==> config.mk <==
export PLATFORM = sky130hd
export DESIGN_NAME = alu_issue
export DESIGN_NICKNAME = d
export VERILOG_FILES = /design/src/rtl/opcodes.sv /design/src/rtl/alu_imm_gen.sv /design/src/rtl/alu_issue.sv
export SDC_FILE = /design/constraint.sdc
export NUM_CORES = 1
export LEC_CHECK = 0
export ABC_AREA = 1
export BUFFER_PORTS_ARGS = -buffer_cell sky130_fd_sc_hd__buf_4
export CORE_AREA = 5 5 244 127
export CTS_CLUSTER_DIAMETER = 50
export CTS_CLUSTER_SIZE = 40
export DETAILED_ROUTE_END_ITERATION = 10
export DIE_AREA = 0 0 249 132
export PLACE_DENSITY = 0.58
export SLEW_MARGIN = 20
export SYNTH_ARGS = -nofsm -noshare
export SYNTH_HDL_FRONTEND = slang
export SYNTH_SLANG_ARGS = --single-unit
==> constraint.sdc <==
create_clock -name clk -period 2.4 [get_ports clk]
set_input_delay 0.24 -clock clk [delete_from_list [all_inputs] [get_ports clk]]
set_output_delay 0.24 -clock clk [all_outputs]
set_load 0.01 [all_outputs]
==> src/rtl/opcodes.sv <==
// Shared RV32I types, opcode constants and issue-stage state encoding.
package opcodes;

    localparam int unsigned REG_W    = 32;
    localparam int unsigned OPCODE_W = 7;

    typedef logic [REG_W-1:0] register_t;
    typedef logic [REG_W-1:0] instruction_t;

    localparam logic [OPCODE_W-1:0] OPC_OP     = 7'b0110011;
    localparam logic [OPCODE_W-1:0] OPC_OP_IMM = 7'b0010011;
    localparam logic [OPCODE_W-1:0] OPC_LUI    = 7'b0110111;
    localparam logic [OPCODE_W-1:0] OPC_AUIPC  = 7'b0010111;

    typedef enum logic [1:0] {
        IDLE = 2'd0,
        READ = 2'd1,
        EXEC = 2'd2,
        WB   = 2'd3
    } issue_state_t;

    // Opcode field of an instruction word.
    function automatic logic [OPCODE_W-1:0] opcode_of(input instruction_t instr);
        return instr[OPCODE_W-1:0];
    endfunction

endpackage

==> src/rtl/alu_imm_gen.sv <==
// Operand builder: picks register or immediate operands per opcode and
// flags whether the opcode is one the ALU supports.
module alu_imm_gen
    import opcodes::*;
#(
    parameter int unsigned XLEN = 32
) (
    input  logic [XLEN-1:0] instr,
    input  logic [XLEN-1:0] rs1_data,
    input  logic [XLEN-1:0] rs2_data,
    output logic [XLEN-1:0] op1,
    output logic [XLEN-1:0] op2,
    output logic            supported
);

    logic [XLEN-1:0] imm_i;
    logic [XLEN-1:0] imm_u;

    // I-type sign-extended immediate; shift amounts keep the upper bits as-is.
    assign imm_i = XLEN'($signed(instr[31:20]));
    // U-type immediate placed in the upper 20 bits.
    assign imm_u = XLEN'({instr[31:12], 12'b0});

    // Operand selection by opcode.
    always_comb begin
        op1       = '0;
        op2       = '0;
        supported = 1'b0;
        case (instr[6:0])
            OPC_OP: begin
                op1       = rs1_data;
                op2       = rs2_data;
                supported = 1'b1;
            end
            OPC_OP_IMM: begin
                op1       = rs1_data;
                op2       = imm_i;
                supported = 1'b1;
            end
            OPC_LUI, OPC_AUIPC: begin
                op1       = imm_u;
                op2       = '0;
                supported = 1'b1;
            end
            default: begin
                supported = 1'b0;
            end
        endcase
    end

endmodule

==> src/rtl/alu_issue.sv <==
// Operand-fetch / issue stage in front of the registered RV32I ALU.
// One instruction in flight: IDLE -> READ -> EXEC -> WB, with a new
// instruction accepted in WB overlapping the write-back commit.
// Optional retire/illegal counters are built when ALU_ISSUE_COUNT_EN is defined.
module alu_issue
    import opcodes::*;
#(
    parameter int unsigned XLEN    = 32,
    parameter int unsigned RADDR_W = 5
) (
    input  logic               clk,
    input  logic               rst,
    input  logic               in_valid,
    output logic               in_ready,
    input  logic [XLEN-1:0]    in_instr,
    input  logic [XLEN-1:0]    in_pc,
    output logic [RADDR_W-1:0] rf_rs1_addr,
    output logic [RADDR_W-1:0] rf_rs2_addr,
    input  logic [XLEN-1:0]    rf_rs1_data,
    input  logic [XLEN-1:0]    rf_rs2_data,
    output logic [XLEN-1:0]    alu_instr,
    output logic [XLEN-1:0]    alu_op1,
    output logic [XLEN-1:0]    alu_op2,
    output logic [XLEN-1:0]    alu_pc,
    output logic               alu_enable,
    input  logic [XLEN-1:0]    alu_result,
    output logic               rf_we,
    output logic [RADDR_W-1:0] rf_waddr,
    output logic [XLEN-1:0]    rf_wdata,
    output logic               illegal,
    output logic               busy
`ifdef ALU_ISSUE_COUNT_EN
    ,
    output logic [31:0]        retired_count,
    output logic [31:0]        illegal_count
`endif
);

    issue_state_t      state_q;
    issue_state_t      state_d;
    logic [XLEN-1:0]   instr_q;
    logic [XLEN-1:0]   pc_q;
    logic              accept;
    logic [XLEN-1:0]   gen_op1;
    logic [XLEN-1:0]   gen_op2;
    logic              gen_supported;
    logic              in_read;
    logic [RADDR_W-1:0] rd;

    assign in_ready = (state_q == IDLE) || (state_q == WB);
    assign accept   = in_valid && in_ready;
    assign busy     = (state_q != IDLE);
    assign in_read  = (state_q == READ);
    assign rd       = RADDR_W'(instr_q[11:7]);

    // Register-file read addresses come from the captured instruction.
    assign rf_rs1_addr = RADDR_W'(instr_q[19:15]);
    assign rf_rs2_addr = RADDR_W'(instr_q[24:20]);

    // Write-back: ALU result is valid during WB; x0 writes are dropped.
    assign rf_we    = (state_q == WB) && (rd != '0);
    assign rf_waddr = rd;
    assign rf_wdata = alu_result;

    alu_imm_gen #(
        .XLEN(XLEN)
    ) u_imm_gen (
        .instr     (instr_q),
        .rs1_data  (rf_rs1_data),
        .rs2_data  (rf_rs2_data),
        .op1       (gen_op1),
        .op2       (gen_op2),
        .supported (gen_supported)
    );

    // State register.
    always_ff @(posedge clk or negedge rst) begin
        if (!rst) begin
            state_q <= IDLE;
        end else begin
            state_q <= state_d;
        end
    end

    // Next-state logic.
    always_comb begin
        state_d = state_q;
        case (state_q)
            IDLE: begin
                if (accept) begin
                    state_d = READ;
                end
            end
            READ: begin
                state_d = gen_supported ? EXEC : IDLE;
            end
            EXEC: begin
                state_d = WB;
            end
            WB: begin
                state_d = accept ? READ : IDLE;
            end
            default: begin
                state_d = IDLE;
            end
        endcase
    end

    // Capture the accepted instruction and its PC.
    always_ff @(posedge clk or negedge rst) begin
        if (!rst) begin
            instr_q <= '0;
            pc_q    <= '0;
        end else if (accept) begin
            instr_q <= in_instr;
            pc_q    <= in_pc;
        end
    end

    // ALU issue registers loaded at the end of READ; enable/illegal are one-cycle pulses.
    always_ff @(posedge clk or negedge rst) begin
        if (!rst) begin
            alu_instr  <= '0;
            alu_op1    <= '0;
            alu_op2    <= '0;
            alu_pc     <= '0;
            alu_enable <= 1'b0;
            illegal    <= 1'b0;
        end else begin
            alu_enable <= in_read && gen_supported;
            illegal    <= in_read && !gen_supported;
            if (in_read && gen_supported) begin
                alu_instr <= instr_q;
                alu_op1   <= gen_op1;
                alu_op2   <= gen_op2;
                alu_pc    <= pc_q;
            end
        end
    end

`ifdef ALU_ISSUE_COUNT_EN
    // Retired (every WB cycle) and illegal-pulse counters, wrapping at 2^32.
    always_ff @(posedge clk or negedge rst) begin
        if (!rst) begin
            retired_count <= '0;
            illegal_count <= '0;
        end else begin
            if (state_q == WB) begin
                retired_count <= 32'(retired_count + 32'd1);
            end
            if (illegal) begin
                illegal_count <= 32'(illegal_count + 32'd1);
            end
        end
    end
`endif

endmodule

### Word-level counts from Yosys, hierarchy flattened

Cells that the tools add are included.

| operators by class | value |
|---|---|
| equal/unequal tests | 8 |
| muxes and demuxes | 7 |
| reductions and logical operators | 12 |

Operators by type and width:

| kind | count |
|---|---|
| $pmux W32 S2 | 2 |
| $eq A7 B5 Y1 const B | 2 |
| $eq A7 B6 Y1 const B | 2 |
| $pmux W2 S4 | 1 |
| $reduce_bool A5 Y1 | 1 |
| $eq A2 B2 Y1 const B | 2 |
| $logic_and A1 B1 Y1 | 4 |
| $mux W2 | 2 |
| $reduce_or A2 Y1 | 2 |
| $reduce_or A4 Y1 | 1 |
| $eq A2 B1 Y1 const B | 1 |
| $logic_not A2 Y1 | 1 |
| $mux W1 | 2 |
| $ne A2 B2 Y1 const B | 1 |
| $reduce_bool A2 Y1 | 1 |
| $logic_not A1 Y1 | 1 |
| $logic_or A1 B1 Y1 | 1 |

| storage, ports and cells | value |
|---|---|
| register bits after elaboration | 196 |
| bits of input ports | 163 |

### Logic depth before layout (Yosys ltp)

| logic depth | value |
|---|---|
| depth after elaboration | 5 |
| depth in mapped cells | 9 |
| gate-level depth less buffers | 8 |

### By module

From an unflattened synthesis, not the netlist that was laid out.

| unflattened totals | value |
|---|---|
| cells, all modules | 1,033 |
| area, all modules | 8,848.5 um^2 |

By module, submodules not included:

| module | instances | cells an instance | area each (um^2) |
|---|---|---|---|
| alu_issue | 1 | 838 | 7,890.1 |
| alu_imm_gen | 1 | 195 | 958.4 |

### Worst setup path before layout

No wires, ideal clock.

| timing | value |
|---|---|
| kind | register to register |
| start point | register state_q[0] |
| end point | register instr_q[10] |
| library setup time | 126 ps |
| arrival | 1,509 ps |
| setup slack | 765 ps |
| stages on the path, launching flop included | 9 |
| path buffers | 2 |
| path through | dfrtp_1 > inv_1 > ha_1 > inv_1 > nand2_1 > inv_2 > buf_2 > buf_2 > o21ai_0 |

| on the way | value |
|---|---|
| longest elaborated chain between the ends | 3 |

RTL lines:

| what | RTL line | source |
|---|---|---|
| start, declared | alu_issue.sv:39 | `issue_state_t state_q;` |
| start signal, assigned | alu_issue.sv:81 | `state_q <= state_d;` |
| $eq A2 B2 Y1 / $logic_not A2 Y1 (equally long branches) | alu_issue.sv:50 | `assign in_ready = (state_q == IDLE) \|\| (state_q == WB);` |
| $logic_or A1 B1 Y1 (*) | alu_issue.sv:50 |  |
| named net in_ready | alu_issue.sv:14 | `output logic in_ready,` |
| $logic_and A1 B1 Y1 (*) | alu_issue.sv:51 | `assign accept = in_valid && in_ready;` |
| end signal, assigned | alu_issue.sv:115 | `instr_q <= in_instr;` |
| end, declared | alu_issue.sv:41 | `logic [XLEN-1:0] instr_q;` |

The timed path passes the listed nets; every way through them passes the cells marked *.
A chain may end at the register's enable or synchronous reset.

### Worst setup path in the final report

| timing | value |
|---|---|
| start point | register state_q[0] |
| end point | register pc_q[13] |

| on the way | value |
|---|---|
| longest elaborated chain between the ends | 3 |

RTL lines:

| what | RTL line | source |
|---|---|---|
| $eq A2 B2 Y1 / $logic_not A2 Y1 (equally long branches) | alu_issue.sv:50 |  |
| $logic_or A1 B1 Y1 (*) | alu_issue.sv:50 |  |
| $logic_and A1 B1 Y1 (*) | alu_issue.sv:51 |  |
| end signal, assigned | alu_issue.sv:116 | `pc_q <= in_pc;` |
| end, declared | alu_issue.sv:42 | `logic [XLEN-1:0] pc_q;` |

Every way passes the cells marked *; elsewhere a longest branch is shown, timed or not.

==> results.md <==
- Largest net degree at the start of global routing: 107
- Post-synth top area share: 58.0%
- Yosys top cell by area: dfrtp_1
- Max_cap viols: 0
- Synth warn: 0
- Worst path slowest cell: dfrtp_1
- Worst rel slew slack: 65.2%
- Met1 Use GR: 22.9%
- Post-Syn Nets: 1167
- IO Port Bufs: 278
- Cell with the most instances after synthesis: nand2_1
- Synth cell count leaders: nand2_1 (461), dfrtp_1 (196), nand3_1 (85)
- Detail Route Antenna Nets: 0
- Placer Congestion: 0.822
- Core ar.: 28600 um^2
- Final layout net count: 1453
- Clk root buf: clkbuf_16
- Final setup viols: 0
- Hold_buf cts: 71
- WL per Instance: 16.3 um
- Clock Power Share: 21.7%
- DPL Wire Length: 19000 um
- Setup TNS: 0 ps
- Crit-path max FO: 106
- Max-slew violations: 0
- Final hold vios: 0
- TritonCTS buffer count: 17
- Die Wd: 249 um
- Area Overhead vs Synth: 41.0%
- CTS Buffer Depth: 2
- Via count: 7465
- EDFF count, synth: 0
- Die height: 132 um
- Gr ovfl total: 0
- Area contributors post-synth: dfrtp_1 (58%), nand2_1 (20%), buf_4 (5.1%)
- Arrival time worst endpoint: 2020 ps
- Die area: 32900 um^2
- Power per standard cell area: 1090 nW/um^2
- Worst min path class: in2reg
- Syn Area/Cell: 8.45 um^2
- Worst vdd ir: 465 uV
- WHS: 28.3 ps
- Routed vias/inst: 4.41
- Sequential share of power: 42.3%
- Cells along the critical path: inv_1, ha_1, inv_1, nand2_1, clkinv_2, buf_12, o21ai_0
- First-pass GRT wire length: 43900 um
- Initial antenna violation count: 1
- Synth Flop Type: dfrtp_1
- Routed wire length: 27500 um
- Lkg Pwr: 6.29 nW
- CTS-repair resized insts: 0
- Worst setup SP type: flop
- Clk pin slew, worst setup/hold paths: 70 ps
- Met2 global-route usage: 26.0%
- Mapped Area: 8460 um^2
- FFs w/ async S/R, synth: 100%
- # DRC: 0
- Initial core utilization: 29.6%
- Reg-to-reg startpoint: state_q[0]$_DFFE_PN0P_
- Iter 0 DRT Violations: 535
- # rows: 44
- Post-synthesis cell type count: 20
- RSZ-0062 raised after global routing: false
- Gate power share: 35.9%
- Most frequent cell on the critical path: inv_1
- Clock Skews: 11.8 ps
- Worst hold start: in_instr[10]
- Final worst path period share: 71.5%
- Sw power: 4.73 mW
- Final instance area: 11900 um^2
- CTS tree: built
- All-Layer GR Usage: 16.7%
- Cell internal pwr: 8.25 mW
- Critical path type: reg2reg
- Seq/Total Area, Yosys: 58.0%
- M3 GR Usage: 5.42%
- Flop and latch count out of synthesis: 196
- Setup crit start: state_q[0]$_DFFE_PN0P_
- Switching share of power: 36.4%
- Placed inst area: 10700 um^2
- Layout cells sized above 1: 26.3%
- Min cycle time layout: 1720 ps
- Drt first pass iters: 5
- Worst setup EP type: flop
- Vias in the first global route: 7459
- F_max: 582 MHz
- Outcome: completed
- Worst Path Required: 2700 ps
- Setup bufs post-CTS: 0
- Clk sinks: 196
- Synth Instances: 1001
- Number of top-level pins: 343
- Critical Path Max Stage Delay: 440 ps
- Worst slew pin tran: 521 ps
- Max H-tree Level: 4
- Clock Latency Late Sink: 440 ps
- Layer with the highest usage: met2
==> critical path, delay by kind of cell (launching register included) <==
kind                     cells  cell delay (ps)
AO/OA/AOI/OAI                1              160
adder cells (fa/ha/maj)      1              290
buffers and inverters        4              560
flip-flops                   1              440
AND/OR/NAND/NOR              1               80
==> layer usage <==
metal  up-vias  wire length (um)
met3        18              1760
met5         -                 0
met4         0               321
met1      3604             12800
li1       3632                 -
met2       211             12700
==> final timing paths <==
path / endpoint / slack, ps / cells after the start
max reg2reg: pc_q[13]$_DFFE_PN0P_ / 680 / 7
min reg2reg: alu_instr[4]$_DFFE_PN0P_ / 470 / 1
max: pc_q[13]$_DFFE_PN0P_ / 680 / 7
max in group asynchronous: alu_op2[8]$_DFFE_PN0P_ / 1360 / 3
min: instr_q[10]$_DFFE_PN0P_ / 30 / 3
min in group asynchronous: alu_pc[30]$_DFFE_PN0P_ / 350 / 2
==> power groups by stage <==
stage	registers [mW]	logic [mW]	clock network [mW]
finish	5.49	4.66	2.82
floorplan	5.68	2.04	0
global placement	5.54	4.59	0
global route	5.66	5.20	3.06
CTS	5.50	4.77	2.91
detailed placement	5.54	4.67	0
==> layout make-up <==
class | count | area [um^2]
Inverter | 52 | 196
Multi-Input combinational cell | 647 | 2720
Clock inverter | 7 | 70.1
Tap cell | 391 | 489
Timing Repair Buffer | 373 | 3060
Clock buffer | 24 | 492
Fill cell | 2831 | 16600
Antenna cell | 1 | 2.50
Sequential cell | 196 | 4900
==> placed cells by master (no fill, tap or decap), drive strengths merged <==
| master | netlist | routed |
|---|---|---|
| buf | 92 | 301 |
| dfrtp | 196 | 196 |
| clkinvlp | 0 | 1 |
| or2 | 3 | 3 |
| a21boi | 1 | 1 |
| dlygate4sd3 | 0 | 71 |
| clkinv | 0 | 4 |
| inv | 52 | 53 |
| ha | 3 | 3 |
| bufinv | 0 | 1 |
| diode | 0 | 1 |
| nor2 | 7 | 7 |
| nand4 | 1 | 1 |
| nand3 | 86 | 86 |
| clkbuf | 14 | 25 |
| nand2 | 461 | 461 |
| o21ai | 84 | 84 |
| a31oi | 1 | 1 |
==> metrics by stage <==
step	util, %	setup WS [ps]	cells	total power [mW]
finish	41.8	683	1691	13.0
global route	41.8	506	1691	13.9
CTS	41.7	653	1690	13.2
detailed placement	37.3	687	1588	10.2
global placement	37.3	704	1588	10.1
floorplan	-	765	1001	7.72
==> logic make-up after synthesis <==
| group | synth area share, % |
|---|---|
| fa+ha+maj | 0.444 |
| flops | 58.0 |
| compound gates | 5.13 |
| buf+inv | 10.1 |
| simple gates | 26.4 |
==> sequential cells by signal (all words and copies together), names as in the netlist, named ones only <==
name and count:
illegal 1, alu_op2 32, alu_op1 32, state_q 1, alu_enable 1, alu_instr 32
alu_pc 32, pc_q 32, instr_q 32
(Power assumes the default switching activity.)
